<file path="src/rtl/elevator_core.sv">
// elevator_core: four-floor elevator controller core.
// Latches hall/car calls into a pending-request register, tracks the car
// position from the floor sensors and drives motor, door and floor display
// from a registered Moore FSM.
// Optional build macro DOOR_HOLD_EN: while the door is open, holding any
// button of the current floor keeps reloading the door timer.
module elevator_core #(
    parameter int DOOR_CYCLES = 2
) (
    input  logic       clk,
    input  logic       reset,
    input  logic       S1,
    input  logic       S2,
    input  logic       S3,
    input  logic       S4,
    input  logic       U1,
    input  logic       U2,
    input  logic       U3,
    input  logic       U4,
    input  logic       D1,
    input  logic       D2,
    input  logic       D3,
    input  logic       D4,
    input  logic       F1,
    input  logic       F2,
    input  logic       F3,
    input  logic       F4,
    output logic       up,
    output logic       down,
    output logic       stop,
    output logic [1:0] monitor,
    output logic       open_door
);

    localparam int TW = (DOOR_CYCLES < 2) ? 1 : $clog2(DOOR_CYCLES + 1);

    typedef enum logic [1:0] {IDLE, MOVE_UP, MOVE_DN, DOOR} state_t;
    typedef enum logic {DIR_UP, DIR_DN} dir_t;

    state_t          state;
    dir_t            dir;
    logic [3:0]      req;        // bit i = pending request for floor i+1
    logic [1:0]      dep_floor;  // floor index the car left from
    logic [TW-1:0]   timer;

    logic [3:0]      sens;
    logic [3:0]      calls;
    logic            sens_any;
    logic [1:0]      sens_idx;
    logic            req_above;
    logic            req_below;
    logic            go_up;
    logic            go_dn;
    logic            door_hold;

    assign sens  = {S4, S3, S2, S1};
    assign calls = {U4 | D4 | F4, U3 | D3 | F3, U2 | D2 | F2, U1 | D1 | F1};

    // Decode sensors (lowest index wins) and find requests above/below the car.
    always_comb begin
        // NOTE: every variable gets a default first so no latch is inferred.
        sens_any  = |sens;
        sens_idx  = 2'd0;
        req_above = 1'b0;
        req_below = 1'b0;
        for (int i = 3; i >= 0; i--) begin
            if (sens[i]) sens_idx = 2'(i);
        end
        for (int i = 0; i < 4; i++) begin
            if (req[i] && (i > int'(monitor))) req_above = 1'b1;
            if (req[i] && (i < int'(monitor))) req_below = 1'b1;
        end
        // Keep travelling the last direction while it still has work.
        if (dir == DIR_UP) begin
            go_up = req_above;
            go_dn = !req_above && req_below;
        end else begin
            go_up = req_above && !req_below;
            go_dn = req_below;
        end
`ifdef DOOR_HOLD_EN
        door_hold = calls[monitor];
`else
        door_hold = 1'b0;
`endif
    end

    // Floor indicator: follows the sensors, holds between floors.
    always_ff @(posedge clk or negedge reset) begin
        if (!reset) begin
            monitor <= 2'd0;
        end else if (sens_any) begin
            monitor <= sens_idx;
        end
    end

    // Main controller FSM with registered outputs and the request register.
    always_ff @(posedge clk or negedge reset) begin
        if (!reset) begin
            state     <= IDLE;
            dir       <= DIR_UP;
            req       <= 4'b0000;
            dep_floor <= 2'd0;
            timer     <= '0;
            up        <= 1'b0;
            down      <= 1'b0;
            stop      <= 1'b1;
            open_door <= 1'b0;
        end else begin
            // NOTE: non-blocking only here; a later assignment to req in this
            // block overrides this one, which is how clear beats set.
            req <= req | calls;
            case (state)
                IDLE: begin
                    if (req[monitor] && sens[monitor]) begin
                        state     <= DOOR;
                        open_door <= 1'b1;
                        timer     <= TW'(DOOR_CYCLES);
                        req       <= (req | calls) & ~(4'b0001 << monitor);
                    end else if (go_up) begin
                        state     <= MOVE_UP;
                        dir       <= DIR_UP;
                        dep_floor <= monitor;
                        up        <= 1'b1;
                        stop      <= 1'b0;
                    end else if (go_dn) begin
                        state     <= MOVE_DN;
                        dir       <= DIR_DN;
                        dep_floor <= monitor;
                        down      <= 1'b1;
                        stop      <= 1'b0;
                    end
                end
                MOVE_UP: begin
                    if (sens_any && (sens_idx > dep_floor)) begin
                        if (req[sens_idx]) begin
                            state     <= DOOR;
                            up        <= 1'b0;
                            stop      <= 1'b1;
                            open_door <= 1'b1;
                            timer     <= TW'(DOOR_CYCLES);
                            req       <= (req | calls) & ~(4'b0001 << sens_idx);
                        end else if (sens_idx == 2'd3) begin
                            state <= IDLE;
                            up    <= 1'b0;
                            stop  <= 1'b1;
                        end
                    end
                end
                MOVE_DN: begin
                    if (sens_any && (sens_idx < dep_floor)) begin
                        if (req[sens_idx]) begin
                            state     <= DOOR;
                            down      <= 1'b0;
                            stop      <= 1'b1;
                            open_door <= 1'b1;
                            timer     <= TW'(DOOR_CYCLES);
                            req       <= (req | calls) & ~(4'b0001 << sens_idx);
                        end else if (sens_idx == 2'd0) begin
                            state <= IDLE;
                            down  <= 1'b0;
                            stop  <= 1'b1;
                        end
                    end
                end
                DOOR: begin
                    if (door_hold) begin
                        timer <= TW'(DOOR_CYCLES);
                    end else if (timer <= TW'(1)) begin
                        state     <= IDLE;
                        open_door <= 1'b0;
                        timer     <= '0;
                    end else begin
                        timer <= timer - TW'(1);
                    end
                end
                default: begin
                    state <= IDLE;
                end
            endcase
        end
    end

endmodule

</file>
<file path="config.mk">
export PLATFORM = sky130hd
export DESIGN_NAME = elevator_core
export DESIGN_NICKNAME = d
export VERILOG_FILES = /design/src/rtl/elevator_core.sv
export SDC_FILE = /design/constraint.sdc
export NUM_CORES = 1
export LEC_CHECK = 0
export CORE_MARGIN = 1
export CORE_UTILIZATION = 49
export CTS_BUF_LIST = sky130_fd_sc_hd__clkbuf_8
export DETAILED_ROUTE_END_ITERATION = 7
export PLACE_DENSITY = 0.76
export SYNTH_ARGS = -nofsm -noshare
export SYNTH_HDL_FRONTEND = slang
export SYNTH_SLANG_ARGS = --single-unit
</file>
<file path="constraint.sdc">
create_clock -name clk -period 2.1 [get_ports clk]
set_input_delay 0.315 -clock clk [delete_from_list [all_inputs] [get_ports clk]]
set_output_delay 0.315 -clock clk [all_outputs]
set_load 0.02 [all_outputs]
</file>
# Word level (Yosys, flattened, before mapping)
# Index checks and enable logic that the tools add are counted.
classes:
  bitwise: 14
  shifts: 2
  addsub: 1
  n_eq_ne: 16
  reduce_logical: 27
  order_cmp: 11
  n_mux: 72
  div_mod_pow: 0
  mul: 0
ops:
  columns: ["operator", "count"]
  rows:
  - ["2-bit 2-to-1 mux", 21]
  - ["1-bit 2-to-1 mux", 37]
  - ["4-bit 2-to-1 mux", 4]
  - ["2-bit inequality test (second input constant)", 8]
  - ["2-bit case mux with 4 select lines", 2]
  - ["4-bit case mux with 3 select lines", 1]
  - ["6-bit AND reduction", 2]
  - ["1-bit logical AND", 11]
  - ["3-bit inequality test (second input constant)", 3]
  - ["4-bit AND", 2]
  - ["4-bit inverter", 2]
  - ["1-bit OR", 8]
  - ["1-bit by 2-bit left shift with 4-bit output (first input constant)", 2]
  - ["7-bit AND reduction", 1]
  - ["1-bit binary-select mux with 2-bit select", 3]
  - ["2-bit equality test (second input constant)", 3]
  - ["2-bit by 3-bit < comparator with 1-bit output (second input constant)", 2]
  - ["3-bit AND reduction", 2]
  - ["2-bit nonzero test", 3]
  - ["5-bit AND reduction", 1]
  - ["2-bit > comparator (first input constant)", 2]
  - ["2-bit zero test", 2]
  - ["1-bit by 2-bit < comparator with 1-bit output (first input constant)", 2]
  - ["4-bit inequality test (second input constant)", 1]
  - ["16 further kinds", 18]
word_totals:
  register_bits: 17
  out_inout_bits: 6
  n_memories: 0
  ramBits: 0
  inputBits: 18
  word_cells: 153
  rom_bits: 0
  latchBits: 0

# Longest topological paths before layout
# Gate-level depths: netlist (run 1).
depth:
  ltp_word: 12
  ltp_mapped: 9
  depth_no_buf: 8

# Worst setup path before layout (run 1)
# OpenSTA, ideal clock, no wires.
synth_path:
  kind: "input to register"
  from: "in S1"
  to: "reg state[1]"
  cell_stages: 8
  slack_ps: -315
  t_required_ps: 1975
  arrival_ps: 2290
  path_cell_list: "buf_2 nor3_1 ha_1 and2b_1 or3_1 o31ai_2 and4_4 mux2_4"
synth_between:
  elab_chain_cells: 6
  word_cells_on_any_way: 25
  classes_between: "order compare: 2; eq/ne: 6; mux: 11; reduce/logical: 6"
synth_rtl:
  columns: ["item", "line_no", "rtl"]
  rows:
  - ["start: declaration", "12", "input logic S1,"]
  - ["2-bit 2-to-1 mux *", "67", "if (sens[i]) sens_idx = 2'(i);"]
  - ["net sens_idx[1]", "49", "logic [1:0] sens_idx;"]
  - ["1-bit binary-select mux with 2-bit select", "136, 152", null]
  - ["1-bit 2-to-1 mux (not written as such)", "136, 152", null]
  - ["2-bit 2-to-1 mux (on tied branches)", "152, 136", null]
  - ["2-bit 2-to-1 mux (on tied branches)", "151, 135", null]
  - ["2-bit case mux with 4 select lines", "113", "case (state)"]
  - ["end signal: assignment", "116", "state <= DOOR;"]
  - ["end signal: assignment", "137", "state <= DOOR;"]
  - ["end signal: assignment", "153", "state <= DOOR;"]
  - ["end: declaration", "40", "state_t state;"]
# Mark *: on every way through the listed nets, which the timed path passes. The rest lies on a longest branch. The select of a mux whose other input is x is not followed.
# A chain may end at the register's enable or synchronous reset.

# Worst setup path in the final report (run 1)
layout_path:
  from: "in S3"
  to: "reg timer[0]"
layout_between:
  elab_chain_cells: 8
  word_cells_on_any_way: 21
  classes_between: "order compare: 2; eq/ne: 3; mux: 11; reduce/logical: 5"
layout_rtl:
  columns: ["item", "line_no", "rtl"]
  rows:
  - ["start: declaration", "14", "input logic S3,"]
  - ["2-bit 2-to-1 mux (3 in a row)", "67", null]
  - ["1-bit binary-select mux with 2-bit select", "136, 152", null]
  - ["1-bit 2-to-1 mux (not written as such)", "136, 152", null]
  - ["2-bit 2-to-1 mux", null, null]
  - ["2-bit 2-to-1 mux (on tied branches)", null, null]
  - ["2-bit case mux with 4 select lines", null, null]
  - ["end signal: assignment", "141", "timer <= TW'(DOOR_CYCLES);"]
  - ["end signal: assignment", "157", "timer <= TW'(DOOR_CYCLES);"]
  - ["end signal: assignment", "168", "timer <= TW'(DOOR_CYCLES);"]
  - ["end: declaration", "44", "logic [TW-1:0] timer;"]
# Parallel ways exist; a longest one is shown, timed or not. The select of a mux whose other input is x is not followed.

==> flow_summary_export.csv, run 1 <==
group,metric,value,unit
run_status,outcome,"complete, no violations",
die,core,2540,sq um
setup_path,critPathRequiredTime,2.24,ns
finish,fin_cells,240,
place,port-buffer-count,23,
setup_path,critPathCaptureType,"register",
clock_network,worstSkewPairLatency,0.26,ns
finish,synthToLayoutAreaGrowth,44.4,%
setup_path,r2r_end,"state[1]",
run,max_cap_viol_count,0,
detailed_routing,vias_per_cell,6.26,
timing,slew_violations,0,
clock_network,postCtsHoldBufs,0,
finish,drive_gt1_share,34.3,%
power_and_ir_drop,clkPwrFrac,10.4,%
setup_path,cp.arrival,2.24,ns
setup_path,r2r_cells,7,
clock_network,cts.clk_slew.worst_paths,0.07,ns
power_and_ir_drop,switching_share,41.8,%
place,gp_congestion,0.886,
synth,seq_area_frac_synth,31.3,%
detailed_routing,vias,1502,
synth,synth_warnings,0,
setup_path,setup.worst_path.start,"S3",
timing,clock_skew,0.00399,ns
power_and_ir_drop,cellLeakagePower,0.829,nW
detailed_routing,ant_nets,0,
power_and_ir_drop,p_int,1.42,mW
power_and_ir_drop,irDropWorstVdd,1240,uV
clock_network,clockBufferDepth,2,
clock_network,cts_sinks,17,
timing,grt_setup_unrepaired,"true",
die,start_util,53.6,%
setup_path,crit_type,"in2reg",
clock_network,cts_root_buf,"clkbuf_8",
timing,setup_viol,0,
detailed_routing,drt_first_pass_iters,4,
global_routing,grtUsageTotal,31.7,%
die,design.portCount,24,
clock_network,numCtsBuffers,3,
finish,num_antenna_cells,0,
place,dp_hpwl,3130,um
power_and_ir_drop,switching_power,1.02,mW
detailed_routing,route.detailed.drc,0,
die,dieWidth,54.8,um
power_and_ir_drop,p_total,2.44,mW
global_routing,antenna_found_initial,0,
global_routing,grt_pass1_wl,6740,um
timing,post-route-period-util,99.8,%
synth,synthArstFlopShare,100,%
power_and_ir_drop,power_frac_seq,25.3,%
die,die_area,3000,sq um
finish,layout_common_cells,"37 x buf_4, 19 x clkdlybuf4s50_1, 15 x dfrtp_1",
clock_network,htree_levels,1,
timing,worst_pin_slew,0.543,ns
timing,finalHoldViolCount,0,
power_and_ir_drop,powerDensity,1240,nW/um^2
timing,fin_crit,2.10,ns
setup_path,timing.rr.start,"dep_floor[1]",
synth,syn_area,1370,sq um
setup_path,path_max_fanout,3,
power_and_ir_drop,p_comb_share,64.3,%
detailed_routing,first_iter_violations,65,
finish,mostFrequentLayoutCell,"buf_4",
setup_path,start_kind,"primary input",
synth,avgSynthCellArea,8.98,sq um
synth,synth_top_flop_cell,"dfrtp_1",
synth,synthesis.nets,177,
place,placed_cells,231,
die,die_y,54.8,um
global_routing,grt_overflow,0,
synth,netlist-cell-type-count,58,
synth,synth_edf_count,0,
synth,synth_cells,152,
setup_path,reg2reg_slack,0.02,ns
timing,max_clock_freq,477,MHz
global_routing,grt_pass1_vias,1494,
synth,ys_seq_elements,17,
setup_path,setup.worst_path.end,"timer[0]",
die,rows,18,
detailed_routing,finalWirelength,4300,um
hold_path,hold_class,"in2async",
finish,nNetsFinal,236,
timing,max-slew-margin-rel,63.3,%
global_routing,grt_max_degree,18,
detailed_routing,wl_per_cell,17.9,um
clock_network,cts_tree,"built",
stage by stage:
stage                     hold WS [ns]  util, %  cell area [sq um]  setup WS [ns]  setup TNS [ns]
after floorplan                 0.0194        -               1390         -0.155          -0.277
after global placement           0.489     72.6               1850         -0.674           -6.22
after detailed placement         0.497     72.6               1850         -0.805           -7.93
after CTS                        0.390     76.5               1950        0.00363               0
after global routing             0.433     77.4               1970        -0.0415         -0.0948
final                            0.383     77.4               1970        0.00498               0
logic make-up (layout without fill, tap and decap cells):
family / count (synthesis) / in the layout / synth area share (%)
buf+inv: 16 / 74 / 6.05
compound gates: 51 / 51 / 25.4
flops: 17 / 17 / 31.3
mux: 6 / 6 / 5.68
fa+ha+maj: 7 / 7 / 6.42
simple gates: 55 / 55 / 25.2
how the worst min path moves through the flow:
stage / start / to / slack [ns] / cells past startpoint
6_report: reset / req[0] / 0.38 / 2
5_1_grt: reset / req[1] / 0.43 / 2
4_1_cts: reset / req[1] / 0.39 / 2
3_5_place_dp: dep_floor[0] / dep_floor[0] / 0.50 / 1
3_3_place_gp: dep_floor[0] / dep_floor[0] / 0.49 / 1
2_1_floorplan: reset / dep_floor[0] / 0.02 / 0
synth_stat cells (3+ instances only):
cell type	number	area share [%]
nand4b_1	3	1.9
nor2_1	9	2.5
a31oi_1	3	1.4
nand4_1	3	1.4
dfrtp_1	16	29
o21ai_0	13	4.8
ha_1	7	6.4
nor4_1	6	2.8
nand3_1	3	1.1
inv_1	10	2.8
a21oi_1	9	3.3
a22oi_1	3	1.6
buf_2	3	1.1
mux2_4	3	3.3
nand2_1	8	2.2
flip-flops by register name (all words and copies together) (netlist names):
signal     count
stop           1
req            4
state          2
monitor        2
up             1
dir            1
dep_floor      2
down           1
timer          2
open_door      1
what timing repair did:
action | CTS | global route
pin swaps | 7 | 7
setup endpoints to repair | 12 | 9
buffers inserted | 3 | 2
resized for setup | 24 | 6
routing by layer:
metal	routed length [um]	vias to the layer above	track usage, %
met4	99	0	11.1
met1	1830	732	39.6
met3	189	14	3.33
met2	2180	56	55.4
met5	0	-	0
li1	-	700	-
power by group through the flow:
stage                     logic [mW]  clock network (mW)  registers, mW
final                           1.57               0.254          0.619
after global routing            1.70               0.265          0.635
after global placement          1.40                   0          0.598
after floorplan                0.884                   0          0.596
after CTS                       1.49               0.255          0.605
after detailed placement        1.46                   0          0.610
critical path, stage by stage:
cell	delay [ns]
buf_8	0.10
and2b_1	0.22
o21ai_2	0.07
ha_2	0.17
and2b_2	0.24
o21ai_1	0.11
o32a_1	0.36
or3_4	0.35
mux2_4	0.30
area by class of cell:
type	count	area, sq um
Sequential cell	17	428
Fill cell	173	574
Clock inverter	1	5.00
Tap cell	30	37.5
Clock buffer	3	41.3
Inverter	10	37.5
Timing Repair Buffer	60	504
Multi-Input combinational cell	119	917
Power figures use the tool's default switching activity.
==> run 2, diff against run 1 <==
--- a/config.mk
+++ b/config.mk
@@ -5,8 +5,9 @@
 export SDC_FILE = /design/constraint.sdc
 export NUM_CORES = 1
 export LEC_CHECK = 0
+export ABC_AREA = 1
 export CORE_MARGIN = 1
-export CORE_UTILIZATION = 49
+export CORE_UTILIZATION = 50
 export CTS_BUF_LIST = sky130_fd_sc_hd__clkbuf_8
 export DETAILED_ROUTE_END_ITERATION = 7
 export PLACE_DENSITY = 0.76
==> run 2 against run 1 <==
Clock skew down 0.0030 ns. Hold slack better by 0.0089 ns. Global-route usage down 6.2 points. Sequential power down 3.4%. Highest routed layer unchanged.
==> flow_summary_export.csv, run 2 <==
group,metric,value,unit
place,port-buffer-count,23,
die,start_util,53.7,%
finish,ff_latch_area,427,sq um
run,max_cap_viol_count,0,
synth,synth_warnings,0,
setup_path,path_common_cell,"nand2_1",
finish,multi_input_area,936,sq um
finish,layout_common_cells,"77 x nand2_1, 24 x inv_1, 22 x clkdlybuf4s50_1",
detailed_routing,vias_per_cell,5.20,
setup_path,path_max_fanout,7,
timing,finalHoldViolCount,0,
die,design.portCount,24,
setup_path,critPathCaptureType,"register",
timing,post-route-period-util,93.5,%
synth,post_synth_xor_area_fraction,0,%
finish,synthToLayoutAreaGrowth,26.7,%
synth,syn_area,1490,sq um
synth,yosysTopAreaCell,"dfrtp_1",
synth,yosys.area_share.simple,47.9,%
clock_network,cts_tree,"built",
detailed_routing,route.detailed.drc,0,
place,pre_cts_slack,-0.191,ns
synth,avgSynthCellArea,6.78,sq um
global_routing,grt_pass1_wl,6300,um
finish,fin_area,1890,sq um
synth,synthesis.nets,245,
clock_network,worstSkewPairLatency,0.25,ns
finish,num_antenna_cells,0,
synth,synth.top_cell.area_share,26.8,%
detailed_routing,drt_first_pass_iters,4,
setup_path,crit_type,"in2reg",
synth,netlist-cell-type-count,30,
synth,synthArstFlopShare,100,%
synth,synth_common_cells,"79 x nand2_1, 25 x inv_1, 18 x nor2_1, 16 x dfrtp_1, 16 x nand3_1",
timing,fin_crit,1.96,ns
clock_network,cts_root_buf,"clkbuf_8",
power_and_ir_drop,cellLeakagePower,1.02,nW
detailed_routing,vias,1499,
synth,seq_area_frac_synth,28.6,%
clock_network,cts_sinks,17,
synth,synth_edf_count,0,
finish,top_register,"req",
setup_path,slowest_stage,"clkdlybuf4s50_1",
global_routing,antenna_found_initial,0,
timing,worst_pin_slew,0.407,ns
setup_path,slowest_delay,0.46,ns
synth,ys_seq_elements,17,
die,die_area,3210,sq um
place,placed_cells,283,
power_and_ir_drop,powerDensity,1290,nW/um^2
global_routing,grt_max_degree,18,
timing,grt_setup_unrepaired,"false",
hold_path,hold_class,"in2async",
run_status,outcome,"complete, no violations",
timing,holdWs,0.391,ns
finish,largest_reg_flops,4,
synth,synth_top_flop_cell,"dfrtp_1",
synth,synth_compound_area_share,8.63,%
place,gp_congestion,0.899,
setup_path,cp.arrival,2.11,ns
clock_network,htree_levels,1,
place,dpl_cell_area,1830,sq um
finish,drive_gt1_share,20.2,%
synth,yosysMostFrequentCell,"nand2_1",
power_and_ir_drop,irDropWorstVdd,1090,uV
detailed_routing,finalWirelength,3600,um
setup_path,critPathRequiredTime,2.25,ns
clock_network,numCtsBuffers,3,
setup_path,crit_chain,"clkdlybuf4s50_1 -> nor2_2 -> inv_2 -> nand2_2 -> inv_1 -> ha_1 -> nand2_1 -> nand2_1 -> nand3_1 -> nand2_1 -> a21boi_4 -> nand2_2 -> nand2_1 -> nand2_1",
global_routing,grtUsageTotal,25.5,%
finish,mostFrequentLayoutCell,"nand2_1",
detailed_routing,wl_per_cell,12.5,um
die,dieWidth,56.6,um
finish,finish.utilization,68.0,%
detailed_routing,ant_nets,0,
synth,muxShareOfSynthArea,0,%
setup_path,start_kind,"primary input",
clock_network,clockBufferDepth,2,
timing,setup_viol,0,
finish,nNetsFinal,283,
detailed_routing,first_iter_violations,63,
global_routing,grt_pass1_vias,1371,
synth,synth_top_family_by_area,"simple AND/OR/NAND/NOR gates",
synth,synthAdderAreaFrac,5.87,%
synth,synth_cells,220,
die,rows,19,
synth,ys_top_cells_by_area,"dfrtp_1 27%, nand2_1 20%, inv_1 6.3%",
timing,slew_violations,0,
clock_network,cts.clk_slew.worst_paths,0.07,ns
finish,fill_cells,261,
timing,setup_ws,0.137,ns
die,die_y,56.6,um
place,dp_hpwl,2790,um
finish,fin_cells,288,
timing,max-slew-margin-rel,72.8,%
timing,clock_skew,0.000950,ns
global_routing,grt_overflow,0,
die,core,2780,sq um
timing,max_clock_freq,509,MHz
==> run 2: cell count changes in the layout (fill, tap and decap cells not counted), moves of 7 or more <==
cell / delta
nand2_1: +69
a21oi_1: -7
inv_1: +15
nand3_1: +13
buf_4: -25
nand2_2: +14
nor2_1: +10
==> run 2: power breakdown <==
| group | leakage, nW | internal (mW) | switching [mW] |
|---|---|---|---|
| Combinational | 0.792 | 0.622 | 0.955 |
| Clock | 0.0255 | 0.132 | 0.122 |
| Sequential | 0.200 | 0.483 | 0.115 |
| Total | 1.02 | 1.24 | 1.19 |
==> run 2: cells by family after synthesis <==
| logic type | Yosys count |
|---|---|
| AO/OA/AOI/OAI | 18 |
| adder cells (fa/ha/maj) | 7 |
| buffers and inverters | 32 |
| flip-flops | 17 |
| AND/OR/NAND/NOR | 146 |
==> run 2: final cells by class <==
cell class,instances,area share (%)
clock inverters,1,0.265
clock buffers,3,2.18
well taps,31,2.05
repair buffers,35,17.1
inverters,30,6.35
flip-flops and latches,17,22.6
multi-input cells,171,49.5
==> run 2: metal layers <==
| layer | vias to the layer above | track usage, % | part of all wire (%) |
|---|---|---|---|
| li1 | 773 | - | - |
| met1 | 691 | 36.4 | 49 |
| met2 | 28 | 39.5 | 46 |
| met3 | 7 | 3.92 | 3.1 |
| met4 | 0 | 8.01 | 1.4 |
| met5 | - | 0 | 0 |
==> run 2: what timing repair did <==
action,in CTS,in global routing
setup endpoints to repair,0,9
endpoints found under the hold margin,0,0
setup buffers,0,1
hold buffers,0,0
resized for setup,0,4
==> run 2: final timing paths <==
kind | start | end | slack (ns) | cells after the start
worst max-delay path | S4 | state[1] | 0.14 | 14
min in group clk | stop | stop | 0.46 | 2
worst min register to register | stop | stop | 0.46 | 2
worst min-delay path | reset | req[0] | 0.39 | 2
worst max register to register | monitor[0] | dep_floor[0] | 0.43 | 10
max in group asynchronous | reset | stop | 1.45 | 2
==> run 2: critical path: cells and delay by family <==
| family | cells | cell delay [ns] |
|---|---|---|
| fa+ha+maj | 1 | 0.28 |
| simple gates | 9 | 0.70 |
| compound gates | 1 | 0.27 |
| buf+inv | 3 | 0.55 |
==> run 2: stage by stage <==
stage               setup TNS [ns]  total power [mW]
finish                           0              2.43
global route                     0              2.69
CTS                              0              2.42
detailed placement           -1.47              2.15
global placement            -0.902              2.12
floorplan                        0              1.75
